**config.mk**
```make
export PLATFORM = sky130hd
export DESIGN_NAME = id_scoreboard
export DESIGN_NICKNAME = d
export VERILOG_FILES = /design/src/rtl/id_sb_pkg.sv /design/src/rtl/sb_entry.sv /design/src/rtl/id_scoreboard.sv
export SDC_FILE = /design/constraint.sdc
export NUM_CORES = 1
export LEC_CHECK = 0
export ABC_AREA = 1
export CORE_MARGIN = 1.5
export CORE_UTILIZATION = 40
export DETAILED_ROUTE_END_ITERATION = 8
export DONT_BUFFER_PORTS = 1
export PLACE_DENSITY = 0.55
export SYNTH_ARGS = -nofsm -noshare
export SYNTH_HDL_FRONTEND = slang
export SYNTH_SLANG_ARGS = --single-unit
```
**constraint.sdc**
```tcl
create_clock -name clk_i -period 2.9 [get_ports clk_i]
set_clock_uncertainty 0.15 [all_clocks]
set_input_delay 0.29 -clock clk_i [delete_from_list [all_inputs] [get_ports clk_i]]
set_output_delay 0.29 -clock clk_i [all_outputs]
set_load 0.03 [all_outputs]
```
**src/rtl/id_sb_pkg.sv**
```systemverilog
// Shared constants and the source-operand hazard rule for the ID-stage register scoreboard.
package id_sb_pkg;

  localparam int unsigned LAT_W_DEF = 3;
  // All-ones latency code marks a variable-latency (mul/div) result.
  localparam logic [LAT_W_DEF-1:0] LAT_LONG = '1;

  // An operand consumed in ID needs the result already forwardable (cnt==0);
  // one consumed in EX can tolerate a result that becomes ready next cycle (cnt<=1).
  function automatic logic src_hazard(input logic use_src, input int unsigned addr,
                                      input int unsigned cnt, input logic early);
    return use_src && (addr != 0) && (cnt > (early ? 32'd0 : 32'd1));
  endfunction

endpackage

```
**src/rtl/sb_entry.sv**
```systemverilog
// Latency counter for one architectural register: load on issue, count down,
// or park at the long code until the variable-latency unit reports completion.
module sb_entry #(
  parameter int LAT_W = 3
) (
  input  logic             clk_i,
  input  logic             rst_i,
  input  logic             flush_i,
  input  logic             load_i,
  input  logic [LAT_W-1:0] lat_i,
  input  logic             done_i,
  output logic [LAT_W-1:0] cnt_o
);

  localparam logic [LAT_W-1:0] LONG = '1;

  logic [LAT_W-1:0] cnt_d, cnt_q;

  // NOTE: every signal written here gets a default first, so no path leaves it unassigned and no latch is inferred.
  always_comb begin
    cnt_d = cnt_q;
    if (flush_i)              cnt_d = '0;
    else if (load_i)          cnt_d = lat_i;
    else if (cnt_q == LONG)   cnt_d = done_i ? '0 : cnt_q;
    else if (cnt_q != '0)     cnt_d = cnt_q - 1'b1;
  end

  // NOTE: state flops use non-blocking assignment so every flop samples pre-edge values.
  always_ff @(posedge clk_i) begin
    if (rst_i) cnt_q <= '0;
    else       cnt_q <= cnt_d;
  end

  assign cnt_o = cnt_q;

endmodule

```
**src/rtl/id_scoreboard.sv**
```systemverilog
// ID-stage scoreboard: per-register pending-latency counters, issue stall
// generation and a saturating stall-cycle counter.
module id_scoreboard
  import id_sb_pkg::*;
#(
  parameter  int NREG  = 32,
  parameter  int LAT_W = LAT_W_DEF,
  localparam int AW    = $clog2(NREG)
) (
  input  logic             clk_i,
  input  logic             rst_i,
  input  logic             issue_valid_i,
  input  logic [AW-1:0]    issue_rs_i,
  input  logic [AW-1:0]    issue_rt_i,
  input  logic             issue_use_rs_i,
  input  logic             issue_use_rt_i,
  input  logic             issue_early_i,
  input  logic             issue_we_i,
  input  logic [AW-1:0]    issue_waddr_i,
  input  logic [LAT_W-1:0] issue_lat_i,
  input  logic             long_done_i,
  input  logic [AW-1:0]    long_waddr_i,
  input  logic             flush_all_i,
  output logic             stall_o,
  output logic             busy_o,
  output logic             long_busy_o,
  output logic [31:0]      stall_cnt_o
);

  localparam logic [LAT_W-1:0] LONG = '1;

  logic [LAT_W-1:0] cnt [NREG];
  logic             accept;
  logic             rs_haz, rt_haz, waw, long_conf;
  logic [31:0]      stall_cnt_d, stall_cnt_q;

  assign cnt[0] = '0;

  // NOTE: each counter resets individually because a stale pending count would stall a reader forever.
  for (genvar r = 1; r < NREG; r++) begin : g_entry
    sb_entry #(.LAT_W(LAT_W)) u_entry (
      .clk_i   (clk_i),
      .rst_i   (rst_i),
      .flush_i (flush_all_i),
      .load_i  (accept && issue_we_i && (issue_waddr_i == AW'(r))),
      .lat_i   (issue_lat_i),
      .done_i  (long_done_i && (long_waddr_i == AW'(r))),
      .cnt_o   (cnt[r])
    );
  end

  always_comb begin
    busy_o      = 1'b0;
    long_busy_o = 1'b0;
    for (int r = 1; r < NREG; r++) begin
      busy_o      = busy_o      | (cnt[r] != '0);
      long_busy_o = long_busy_o | (cnt[r] == LONG);
    end
  end

  always_comb begin
    rs_haz    = src_hazard(issue_use_rs_i, 32'(issue_rs_i), 32'(cnt[issue_rs_i]), issue_early_i);
    rt_haz    = src_hazard(issue_use_rt_i, 32'(issue_rt_i), 32'(cnt[issue_rt_i]), issue_early_i);
    waw       = issue_we_i && (issue_waddr_i != '0) && (cnt[issue_waddr_i] == LONG);
    // Only one variable-latency op may be in flight at a time.
    long_conf = issue_we_i && (issue_lat_i == LONG) && long_busy_o;
    stall_o   = issue_valid_i && (rs_haz || rt_haz || waw || long_conf);
    accept    = issue_valid_i && !stall_o && !flush_all_i;
  end

  always_comb begin
    stall_cnt_d = stall_cnt_q;
    if (stall_o && (stall_cnt_q != 32'hFFFF_FFFF)) stall_cnt_d = stall_cnt_q + 32'd1;
  end

  always_ff @(posedge clk_i) begin
    if (rst_i) stall_cnt_q <= '0;
    else       stall_cnt_q <= stall_cnt_d;
  end

  assign stall_cnt_o = stall_cnt_q;

endmodule

```
# [Yosys cells after proc, flatten, opt, wreduce, memory -nomap -nowiden]
# Index checks and enable logic that the tools add are counted.
[op_classes] addsub=32 n_bitwise=63 mux=134 magnitude_cmp=5 n_eq_ne=127 reduce_logical=177
[op_table] operator="$mux 3" count=130
[op_table] operator="$reduce_bool 3->1" count=62
[op_table] operator="$eq 5x5->1 const B" count=32
[op_table] operator="$eq 3x3->1 const B" count=33
[op_table] operator="$ne 3x1->1 const B" count=31
[op_table] operator="$sub 3x1->3 const B" count=31
[op_table] operator="$eq 5x4->1 const B" count=16
[op_table] operator="$logic_and 1x1->1" count=75
[op_table] operator="$reduce_and 2->1" count=31
[op_table] operator="$or 1x1->1" count=60
[op_table] operator="$bmux 3 s5" count=3
[op_table] operator="$eq 5x3->1 const B" count=8
[op_table] operator="$add 32x1->32 const B" count=1
[op_table] operator="$gt 3x32->1" count=1
[op_table] operator="$ne 32x32->1 const B" count=1
[op_table] operator="$eq 5x2->1 const B" count=4
[op_table] operator="$ge 6x6->1 const B" count=3
[op_table] operator="$not 5->6" count=3
[op_table] operator="$reduce_bool 5->1" count=3
[op_table] operator="$eq 5x1->1 const B" count=2
[op_table] operator="$gt 3x1->1" count=1
[op_table] operator="$logic_or 1x1->1" count=3
[op_table] operator="$logic_not 1->1" count=2
[op_table] operator="$reduce_or 2->1" count=1
[op_table] operator="$mux 1" count=1
[totals] elab_cells=570 ff_bits=125 out_inout_bits=35 input_bits=32

# [Logic depth before layout (Yosys ltp)]
# Gate-level depths: netlist of the first run.
[logic_depth] word_depth=41 mapped_depth=23 depth_no_buf=19

# [Cells and area by module]
# A second synthesis of the first run with hierarchy kept.
[unflattened] hier_cells=2208 hier_area_um2=13085.0
[modules_own_cells] module="sb_entry" cells_each=33 area_each_um2=239.0 instances=31 seq_area_each_um2=60.1
[modules_own_cells] module="id_scoreboard" cells_each=1185 area_each_um2=5676.7 instances=1 seq_area_each_um2=640.6

# [Worst setup path after synthesis of the first run]
# No wires, ideal clock.
[synth_timing] kind="input to register" startpoint="input issue_rs_i[0]" endpoint="register stall_cnt_q[23] (netlist: stall_cnt_o[23])" required_time_ns=2.618 t_arrival_ns=2.892 path_buffers=4 path_stages=21 setup_time_ns=0.132 setup_slack_ns=-0.274 path_cell_list="buf_4 > clkinv_1 > buf_2 > clkbuf_1 > a21oi_1 > o21ai_0 > nand3_1 > nand3_1 > nand3_1 > o21ai_0 > ha_1 > or2_2 > nand3_1 > nand2_1 > nand3_2 > nand2_1 > inv_1 > nand2_1 > buf_2 > nand2_1 > a21oi_1"
[synth_via] elab_chain_cells=11 elab_cells_between_ends=13 classes_between="order compare: 1; mux: 3; bitwise: 1; reduce/logical: 8"
[synth_rtl] element="from (decl)" line="id_scoreboard.sv:13" text="input logic [AW-1:0] issue_rs_i,"
[synth_rtl] element="$not 5->6 (implied by the code)" line="id_scoreboard.sv:62" text="rs_haz = src_hazard(issue_use_rs_i, 32'(issue_rs_i), 32'(cnt[issue_rs_i]), issue_early_i);"
[synth_rtl] element="$bmux 3 s5" line="id_scoreboard.sv:62"
[synth_rtl] element="$mux 3 (implied by the code) (2 in a row)" line="id_scoreboard.sv:62"
[synth_rtl] element="$gt 3x32->1" line="id_sb_pkg.sv:12" text="return use_src && (addr != 0) && (cnt > (early ? 32'd0 : 32'd1));"
[synth_rtl] element="$logic_and 1x1->1 (*)" line="id_sb_pkg.sv:12"
[synth_rtl] element="$logic_or 1x1->1 (*) (3 in a row)" line="id_scoreboard.sv:67" text="stall_o = issue_valid_i && (rs_haz || rt_haz || waw || long_conf);"
[synth_rtl] element="$logic_and 1x1->1 (*)" line="id_scoreboard.sv:67"
[synth_rtl] element="named net stall_o" line="id_scoreboard.sv:24" text="output logic stall_o,"
[synth_rtl] element="$logic_and 1x1->1 (*)" line="id_scoreboard.sv:73" text="if (stall_o && (stall_cnt_q != 32'hFFFF_FFFF)) stall_cnt_d = stall_cnt_q + 32'd1;"
[synth_rtl] element="to (signal assigned)" line="id_scoreboard.sv:78" text="else stall_cnt_q <= stall_cnt_d;"
[synth_rtl] element="to (decl)" line="id_scoreboard.sv:35" text="logic [31:0] stall_cnt_d, stall_cnt_q;"
# Mark *: on every way through the listed nets, which the timed path passes. The rest lies on a longest branch. The select of a mux whose other input is x is not followed.
# A chain may end at the register's enable or synchronous reset.

# [Worst setup path after layout of the first run]
[layout_timing] startpoint="register g_entry[12].u_entry.cnt_q[2]" endpoint="register g_entry[20].u_entry.cnt_q[1]"
[layout_via] elab_chain_cells=31 elab_cells_between_ends=50 classes_between="order compare: 2; eq/ne: 3; mux: 10; bitwise: 20; reduce/logical: 15"
[layout_rtl] element="from (decl)" line="sb_entry.sv:17" text="logic [LAT_W-1:0] cnt_d, cnt_q;"
[layout_rtl] element="from (signal assigned)" line="sb_entry.sv:31" text="else cnt_q <= cnt_d;"
[layout_rtl] element="$eq 3x3->1" line="id_scoreboard.sv:57" text="long_busy_o = long_busy_o | (cnt[r] == LONG);"
[layout_rtl] element="$or 1x1->1 (20 in a row)" line="id_scoreboard.sv:57"
[layout_rtl] element="$logic_and 1x1->1" line="id_scoreboard.sv:66" text="long_conf = issue_we_i && (issue_lat_i == LONG) && long_busy_o;"
[layout_rtl] element="$logic_or 1x1->1 (*)" line="id_scoreboard.sv:67"
[layout_rtl] element="$logic_and 1x1->1 (*)" line="id_scoreboard.sv:67"
[layout_rtl] element="$logic_not 1->1 (*)" line="id_scoreboard.sv:68" text="accept = issue_valid_i && !stall_o && !flush_all_i;"
[layout_rtl] element="$logic_and 1x1->1 (*) (2 in a row)" line="id_scoreboard.sv:68"
[layout_rtl] element="$logic_and 1x1->1 (*) (2 in a row)" line="id_scoreboard.sv:45" text=".load_i (accept && issue_we_i && (issue_waddr_i == AW'(r))),"
[layout_rtl] element="$ne 3x1->1 (no source line) / $reduce_bool 3->1 (equally long branches)"
[layout_rtl] element="$reduce_and 2->1 (no source line)"
[layout_rtl] element="to (signal assigned)" line="sb_entry.sv:31"
[layout_rtl] element="to (decl)" line="sb_entry.sv:17"
# Every way passes the cells marked *; elsewhere a longest branch is shown, timed or not. The select of a mux whose other input is x is not followed.

==> results.yml, run 1 <==
placement:
  place_congestion: 1.035
  pre_cts_ws_ns: -0.07333
  portBuffers: 0
  dp_hpwl_mm: 37.03
sta:
  setup_ws_ns: -0.08398
  maxSlewHeadroom_pct: 9.710
  fin_crit_ns: 2.984
  rsz0062_at_grt: "true"
  setup_viol: 74
  max_freq_ghz: 0.3351
  hold_viol_final: 0
  maxSlewViolCount: 0
  worst_slew_pin_slew_ns: 1.350
  hold_ws_ns: 0.03540
  fin_crit_sh_pct: 102.9
layout:
  area_delta_synth_final_pct: 23.58
  layout_commonest_cell: "nand2_1"
  nets: 2210
  fin_util_pct: 50.52
  n_antenna_cell: 0
  final_cell_mix: "nand2_1 (520), nor2_1 (306), inv_1 (232), nand3_1 (219), dfxtp_1 (114)"
  drive_gt1_share_pct: 15.67
die:
  core_um2: 28010
  fp.dieArea_um2: 29650
  ios: 67
  fp.dieH_um: 172.2
  die_w_um: 172.2
  start_util_pct: 40.89
  row_count: 61
global_routing:
  grt.total_usage_pct: 34.50
  antenna_found_initial: 1
  grt_pass1_vias: 12980
  grt_start_max_net_pins: 54
  grt_pass1_wl_mm: 76.09
  overflow: 0
clock_network:
  clk_latency_ns: 0.45
  cts_made_buffers: 17
  clock_path_buffers: 2
  clkTransAtPathRegs_ns: 0.07
  clock-sinks: 125
  cts.htree.levels: 4
  cts_tree: "yes"
  clockRootBuffer: "clkbuf_16"
yosys:
  yosys_most_used_dff: "dfxtp_1"
  avgSynthCellArea_um2: 5.516
  synth_nets: 2142
  synth_edf_count: 0
  yosysWarnings: 0
  syn_area_um2: 11450
  seq_area_frac_synth_pct: 21.85
  async_flop_share_pct: 0
  syn_inst: 2076
  yosysUniqueCellTypes: 35
  synth-seq-cells: 125
drt:
  drc: 0
  first_pass_iters: 7
  avgRoutedWirePerCell_um: 20.55
  vias: 14330
  postRouteAntennaNets: 0
  via_per_inst: 5.654
  routed_wl_mm: 52.09
  dr.first_iter.drc_count: 1488
power:
  p_leak_nw: 6.576
  max-vdd-ir-drop_mv: 0.3706
  p_total_mw: 6.337
  power_density_nw_per_um2: 447.8
hold_path:
  min_path_type: "primary input to flop"
setup_path:
  path_common_cell: "nand2_1"
  crit_arrival_ns: 3.15
  path_class: "flop to flop"
  reg2reg_setup_slack_ns: -0.08
  cp_max_fo: 7
  crit_path_max_incr_delay_ns: 0.39
  crit_required_ns: 3.06
  worstSetupStartpointType: "flop"
  crit_slowest_cell: "o21ai_0"
  cp-end-kind: "flop"
  path_cells: "o21ai_0 -> nand2_1 -> nand2_1 -> nand2_1 -> nand3_1 -> nor2_1 -> nand2_1 -> nand3_1 -> nand2_2 -> nand3_4 -> buf_6 -> nor2_4 -> buf_12 -> buf_16 -> nand2_4 -> nand2_1 -> nor2_1 -> nor2_2 -> nor2_1"
run_status:
  status: "complete, but fails checks"
  violations: "negative setup slack"
job:
  max_cap_violations: 0
-- per-layer routing --
metal	vias up	track usage (%)	part of all wire (%)
li1	6852	-	-
met1	6708	44.00	42
met2	639	53.77	43
met3	131	8.835	9.6
met4	2	17.20	4.9
met5	-	0	0.025
-- report_power, final --
part | switching, mW | internal, mW
combinational | 1.37 | 0.842
sequential | 0.138 | 1.82
clock | 0.951 | 1.22
total | 2.46 | 3.88
-- worst max-delay path: cells and delay by family, from the launching register on --
family                 cells  cell delay (ns)
AND/OR/NAND/NOR           15             1.43
buffers and inverters      3             0.48
AO/OA/AOI/OAI              1             0.39
flip-flops                 1             0.38
-- cells in the mapped netlist, types with 2 or more instances --
master / instances / area, um^2
or2_2: 5 / 31.28
a22oi_1: 2 / 15.01
inv_1: 242 / 908.4
o21a_1: 14 / 105.1
dfxtp_1: 125 / 2502
xor2_1: 40 / 350.3
a21boi_0: 6 / 45.04
ha_1: 34 / 425.4
a21oi_1: 109 / 545.5
nand2_2: 9 / 56.30
buf_4: 11 / 82.58
buf_2: 25 / 125.1
nand3_2: 2 / 20.02
o21ai_0: 122 / 610.6
nor2_2: 3 / 18.77
buf_6: 2 / 22.52
nor2_1: 323 / 1212
nor3_1: 45 / 225.2
o21bai_1: 5 / 37.54
clkinv_1: 2 / 7.510
nand3b_1: 5 / 37.54
nand2_1: 579 / 2173
o22ai_1: 2 / 12.51
o211ai_1: 2 / 15.01
xnor2_1: 6 / 52.55
nand4_1: 40 / 250.2
nand3_1: 245 / 1226
nor4_1: 18 / 112.6
o21ai_1: 4 / 20.02
o31ai_1: 2 / 15.01
clkbuf_1: 43 / 161.4
-- registers in the layout, summed over array words and instances, names as in the netlist --
register / flops
stall_cnt_o: 32
g_entry.u_entry.cnt_o: 93
-- worst paths after layout --
check,end,startpoint,cells after the start
max,g_entry[20].u_entry.cnt_o[1],g_entry[12].u_entry.cnt_o[2],19
min,g_entry[16].u_entry.cnt_o[0],issue_waddr_i[3],3
max reg2reg,g_entry[20].u_entry.cnt_o[1],g_entry[12].u_entry.cnt_o[2],19
min reg2reg,stall_cnt_o[16],stall_cnt_o[16],2
-- kinds of logic (layout without fill, tap and decap cells) --
family	Yosys count	after routing	synth area share, %
AND/OR/NAND/NOR	1276	1276	46.96
buffers and inverters	326	407	11.47
AO/OA/AOI/OAI	269	269	12.49
flip-flops	125	125	21.85
XOR/XNOR	46	46	3.518
adder cells (fa/ha/maj)	34	34	3.715
-- stage by stage --
step	setup TNS [ns]	std cells	area, um^2
CTS	-0.06211	2524	13360
finish	-2.657	2535	14150
global route	-10.14	2535	14150
detailed placement	-0.4006	2480	12430
floorplan	0	2076	11490
global placement	-0.1668	2480	12430
-- layout make-up --
class | instances | area [um^2]
clock buffers | 18 | 439.2
clock inverters | 14 | 133.9
fillers | 3018 | 13860
flip-flops and latches | 125 | 2521
multi-input cells | 1625 | 8361
well taps | 378 | 473.0
repair buffers | 130 | 1290
inverters | 245 | 934.6
-- timing repair --
| action | 4_1_cts | 5_1_grt |
|---|---|---|
| gates cloned | 2 | 6 |
| hold buffers | 6 | 0 |
| buffers inserted | 5 | 5 |
| pin swaps | 16 | 44 |
| endpoints found under the hold margin | 113 | 0 |
| gates resized for setup | 60 | 182 |
| setup endpoints to repair | 62 | 123 |
Note: power is estimated with default switching activity, not from simulation.
==> run 2, diff against run 1 <==
- CORE_ASPECT_RATIO: not set -> 1.25
- CORE_MARGIN: 1.5 -> not set
==> run 2 against run 1 <==
Net effect: the flow finishes with violations (negative hold slack, negative setup slack); global-route usage hardly changed; combinational power hardly changed; final cell count is 1.3% lower; register-to-register slack better by 0.14 ns; critical path depth is 9 lower; power is 1.1% higher; wire length is 0.41% higher; via count is 0.59% lower; design area is 1.5% lower; hold slack worse by 0.057 ns; worst setup slack better by 0.060 ns; critical path type is now flop to output port; largest power group is now the clock network; highest routed layer is now met4.
==> results.yml, run 2 (synthesized netlist as in run 1, its figures left out) <==
run_status:
  status: "complete, but fails checks"
  violations: "negative hold slack, negative setup slack"
clock_network:
  cts_made_buffers: 17
  clk_latency_ns: 0.44
  clkTransAtPathRegs_ns: 0.06
  cts_tree: "yes"
  cts.htree.levels: 4
  clock-sinks: 125
  clock_path_buffers: 2
  clockRootBuffer: "clkbuf_16"
sta:
  maxSlewHeadroom_pct: 27.98
  setup_viol: 2
  maxSlewViolCount: 0
  hold_ws_ns: -0.02158
  hold_viol_final: 4
  fin_crit_sh_pct: 100.8
  tns_ns: -0.02786
  max_freq_ghz: 0.3420
  worst_slew_pin_slew_ns: 1.077
  rsz0062_at_grt: "true"
  setup_ws_ns: -0.02391
  fin_crit_ns: 2.924
global_routing:
  grt_start_max_net_pins: 55
  grt_pass1_wl_mm: 76.15
  antenna_found_initial: 0
  grt_pass1_vias: 13400
  overflow: 0
  grt.total_usage_pct: 34.48
die:
  row_count: 68
  fp.dieH_um: 191.2
  core_um2: 27910
  ios: 67
  start_util_pct: 41.04
  die_w_um: 153.3
  fp.dieArea_um2: 29320
placement:
  place_congestion: 1.001
  postPlaceCellArea_um2: 12290
  portBuffers: 0
  pre_cts_ws_ns: -0.1302
  dp_hpwl_mm: 36.43
layout:
  area_delta_synth_final_pct: 21.69
  drive_gt1_share_pct: 14.64
  final_cell_mix: "nand2_1 (545), nor2_1 (303), inv_1 (219), nand3_1 (215), o21ai_0 (113)"
  stdcell_area_um2: 13940
  fin_util_pct: 49.94
  nets: 2207
  n_antenna_cell: 0
  largest_reg_flops: 93
  layout_commonest_cell: "nand2_1"
power:
  netSwitchingPower_mw: 2.347
  p_int_mw: 4.058
  max-vdd-ir-drop_mv: 0.2928
  clockPowerShare_pct: 35.0
  p_seq_share_pct: 30.6
  pwr-share-comb_pct: 34.4
  p_leak_nw: 6.440
  p_total_mw: 6.405
  swShare_pct: 36.64
  power_density_nw_per_um2: 459.6
drt:
  avgRoutedWirePerCell_um: 20.91
  drc: 0
  via_per_inst: 5.697
  postRouteAntennaNets: 0
  vias: 14250
  routed_wl_mm: 52.30
  dr.first_iter.drc_count: 1191
  first_pass_iters: 7
setup_path:
  cp-end-kind: "output port"
  worstReg2RegStart: "g_entry[29].u_entry.cnt_o[1]"
  critPathTopFamily: "simple AND/OR/NAND/NOR gates"
  crit_slowest_cell: "or4_4"
  crit_start: "g_entry[9].u_entry.cnt_o[0]"
  path_cells: "buf_6 -> nor2_4 -> ha_4 -> inv_2 -> nor4_2 -> buf_4 -> nand4_1 -> buf_4 -> or4_4 -> buf_6"
  path_buf_inv: 5
  path_class: "flop to output port"
  crit_arrival_ns: 2.48
  crit_path_max_incr_delay_ns: 0.42
  worstSetupStartpointType: "flop"
  crit_required_ns: 2.46
  cp_max_fo: 2
hold_path:
  hold_start: "issue_waddr_i[4]"
  min_path_type: "primary input to flop"
job:
  max_cap_violations: 0
==> run 2: cell types whose count changed in the layout (fill, tap and decap cells not counted), sizes merged <==
cell         previous run  this run
clkinvlp                1         2
clkinv                  9         4
buf                   123       117
inv                   248       243
clkbuf                 23        27
bufinv                  1         3
dlygate4sd3             2         5
==> run 2: routing by layer <==
metal / vias to the layer above / part of all wire (%) / track usage (%)
met5: - / 0 / 0
met4: 0 / 8.5 / 27.12
met3: 215 / 7.7 / 6.574
met2: 665 / 48 / 60.38
met1: 6531 / 36 / 36.56
li1: 6836 / - / -
==> run 2: worst paths after layout <==
path                                                endpoint  slack (ns)  cells past startpoint
worst max-delay path                                  busy_o       -0.02                     10
worst min-delay path            g_entry[23].u_entry.cnt_o[0]       -0.02                      4
worst max register to register  g_entry[23].u_entry.cnt_o[2]        0.06                     18
worst min register to register               stall_cnt_o[10]        0.36                      2
==> run 2: layout make-up <==
cell class	count	area (um^2)
Fill cell	2947	13970
Multi-Input combinational cell	1625	8194
Sequential cell	125	2526
Timing Repair Buffer	127	1261
Inverter	245	937.1
Clock buffer	22	464.2
Tap cell	350	437.9
Clock inverter	7	115.1
==> run 2: timing repair <==
action / 4_1_cts / 5_1_grt
cloned: 0 / 8
pin swaps: 8 / 57
resized for setup: 52 / 149
hold buffers: 8 / 1
buffers inserted: 6 / 11
setup endpoints to repair: 2 / 125
endpoints found under the hold margin: 113 / 2
==> run 2: power by group through the flow <==
stage                     clock network, mW  logic [mW]  registers (mW)
after floorplan                           0        1.33            1.95
after global placement                    0        1.86            1.98
after detailed placement                  0        1.87            1.98
after CTS                              2.26        2.01            1.95
after global routing                   2.34        2.42            1.97
final                                  2.24        2.20            1.96
==> run 2: worst register-to-register path: stages (launching register included) <==
cell and delay, ns:
dfxtp_1 0.41, o21ai_0 0.47, nand3_1 0.13, nand2_1 0.12, nand2_1 0.05, nand3_1 0.10, nand2_1 0.07, nand2_1 0.07
nand3_2 0.07, nand2_2 0.08, nand3_4 0.09, nor2_4 0.16, buf_12 0.17, buf_8 0.14, buf_12 0.14, nand4_1 0.08
nand2_1 0.10, nand2_1 0.05, nor2_1 0.13
==> run 2: through the flow <==
stage	std cells	hold WS [ns]
floorplan	2076	0.3250
global placement	2439	0.2124
detailed placement	2439	0.2136
CTS	2482	-0.008343
global route	2501	0.009760
finish	2501	-0.02158
==> run 3, diff against run 2 <==
- REMOVE_ABC_BUFFERS: not set -> 1
==> run 3 against run 2 <==
Net effect: the run still ends with negative hold slack, negative setup slack left; fmax down 3.4%; design area up 5.0%; global-route usage up 0.98 points; hold slack worse by 0.013 ns; combinational power up 5%; utilization up 2.5 points; final cell count up 1.7%; clock power down 4%; clock-buffer cell count down 1; worst setup slack worse by 0.10 ns; largest power group is now combinational cells; highest routed layer is now met5.
==> results.yml, run 3 (synthesized netlist as in run 1, its figures left out) <==
clock_network:
  clockRootBuffer: "clkbuf_16"
  cts_tree: "yes"
  clkTransAtPathRegs_ns: 0.06
  clk_latency_ns: 0.45
  cts.htree.levels: 4
  clock-sinks: 125
  clock_path_buffers: 2
  cts_made_buffers: 17
drt:
  vias: 14500
  dr.first_iter.drc_count: 1173
  first_pass_iters: 6
  via_per_inst: 5.700
  avgRoutedWirePerCell_um: 21.02
  drc: 0
  postRouteAntennaNets: 0
  routed_wl_mm: 53.46
power:
  pwr-share-comb_pct: 36.1
  p_total_mw: 6.433
  max-vdd-ir-drop_mv: 0.3565
  clockPowerShare_pct: 33.5
  swShare_pct: 38.14
  p_leak_nw: 6.859
  p_seq_share_pct: 30.4
  netSwitchingPower_mw: 2.454
  power_density_nw_per_um2: 439.6
  p_int_mw: 3.979
die:
  fp.dieH_um: 191.2
  die_w_um: 153.3
  row_count: 68
  start_util_pct: 41.04
  fp.dieArea_um2: 29320
  core_um2: 27910
  ios: 67
global_routing:
  grt_pass1_vias: 13290
  overflow: 0
  grt_pass1_wl_mm: 77.85
  antenna_found_initial: 2
  grt.total_usage_pct: 35.45
  grt_start_max_net_pins: 55
setup_path:
  crit_slowest_cell: "or4_4"
  critPathTopFamily: "simple AND/OR/NAND/NOR gates"
  cp-end-kind: "output port"
  path_common_cell: "buf_6"
  worstSetupStartpointType: "flop"
  path_cells: "buf_6 -> nor2_4 -> ha_4 -> inv_2 -> nor4_4 -> buf_4 -> nand4_1 -> or4_4 -> buf_6"
  crit_required_ns: 2.46
  cp_max_fo: 4
  crit_path_max_incr_delay_ns: 0.53
  path_buf_inv: 4
  crit_arrival_ns: 2.59
  path_class: "flop to output port"
sta:
  rsz0062_at_grt: "true"
  maxSlewViolCount: 0
  maxSlewHeadroom_pct: 10.00
  setup_viol: 66
  tns_ns: -1.705
  fin_crit_ns: 3.026
  max_freq_ghz: 0.3305
  hold_ws_ns: -0.03429
  hold_viol_final: 1
  setup_ws_ns: -0.1256
  worst_slew_pin_slew_ns: 1.346
  fin_crit_sh_pct: 104.3
placement:
  pre_cts_ws_ns: -0.1197
  dp_hpwl_mm: 37.99
  place_congestion: 1.033
  portBuffers: 0
layout:
  fillers: 2965
  area_delta_synth_final_pct: 27.77
  drive_gt1_share_pct: 18.07
  layout_commonest_cell: "nand2_1"
  final_cell_mix: "nand2_1 (531), nor2_1 (306), inv_1 (223), nand3_1 (220), buf_4 (125)"
  nets: 2246
  largest_reg_flops: 93
run_status:
  violations: "negative hold slack, negative setup slack"
  status: "complete, but fails checks"
hold_path:
  min_path_type: "primary input to flop"
job:
  max_cap_violations: 0
==> run 3: changes by cell type in the layout (fill, tap and decap cells not counted), moves of 11 or more <==
cell,change
nand2_4,+16
o21ai_2,+15
o21ai_1,+11
buf_4,+30
o21ai_0,-26
a21oi_1,-17
nand3_2,-13
a21oi_2,+16
nand2_1,-14
==> run 3: worst reg2reg max path: cells and delay by family (launching register included) <==
family	cells	cell delay [ns]
buffers and inverters	5	0.83
and+or+nand+nor	13	1.48
AOI/OAI and AO/OA	1	0.05
DFF	1	0.32
==> run 3: worst paths after layout <==
path | from | end | slack (ns) | cells after the start
max | g_entry[4].u_entry.cnt_o[0] | busy_o | -0.13 | 9
min | issue_waddr_i[4] | g_entry[22].u_entry.cnt_o[0] | -0.03 | 3
max reg2reg | g_entry[24].u_entry.cnt_o[0] | g_entry[30].u_entry.cnt_o[1] | -0.09 | 19
min reg2reg | g_entry[4].u_entry.cnt_o[2] | g_entry[4].u_entry.cnt_o[2] | 0.36 | 2
==> run 3: what timing repair did <==
action | in CTS | in global routing
buffers inserted | 5 | 7
endpoints found under the setup margin | 46 | 127
endpoints found under the hold margin | 113 | 6
hold buffers | 5 | 1
gates resized for setup | 81 | 225
cloned | 2 | 8
pin swaps | 13 | 54
==> run 3: routing by layer <==
| metal | wire [um] | vias up | track usage [%] |
|---|---|---|---|
| li1 | - | 6931 | - |
| met1 | 20630 | 6689 | 40.91 |
| met2 | 24660 | 697 | 60.27 |
| met3 | 4688 | 176 | 7.617 |
| met4 | 3469 | 2 | 21.23 |
| met5 | 16 | - | 0 |
==> run 3: cell type report <==
| class | instances | area [um^2] | area share (%) |
|---|---|---|---|
| multi-input combinational | 1625 | 8517 | 58.20 |
| sequential | 125 | 2544 | 17.38 |
| timing repair buffer | 166 | 1640 | 11.21 |
| inverter | 245 | 929.6 | 6.353 |
| clock buffer | 21 | 470.5 | 3.215 |
| tap | 350 | 437.9 | 2.993 |
| clock inverter | 10 | 91.34 | 0.6242 |
| antenna | 1 | 2.502 | 0.01710 |
==> run 3: power groups by stage <==
stage | clock, mW | sequential [mW] | combinational [mW]
2_1_floorplan | 0 | 1.96 | 1.22
3_3_place_gp | 0 | 1.98 | 1.92
3_5_place_dp | 0 | 1.98 | 1.93
4_1_cts | 2.18 | 1.95 | 2.07
5_1_grt | 2.23 | 1.97 | 2.55
6_report | 2.15 | 1.96 | 2.32
==> run 3: per-stage QoR <==
step                      std cells  instance area (um^2)  utilization (%)  hold slack (ns)
final                          2543                 14630            52.43         -0.03429
after global routing           2543                 14630            52.43         0.007748
after CTS                      2528                 13670            48.97          0.01301
after detailed placement       2486                 12690            45.46           0.2136
after global placement         2486                 12690            45.46           0.2126
after floorplan                1995                 11060                -           0.2091
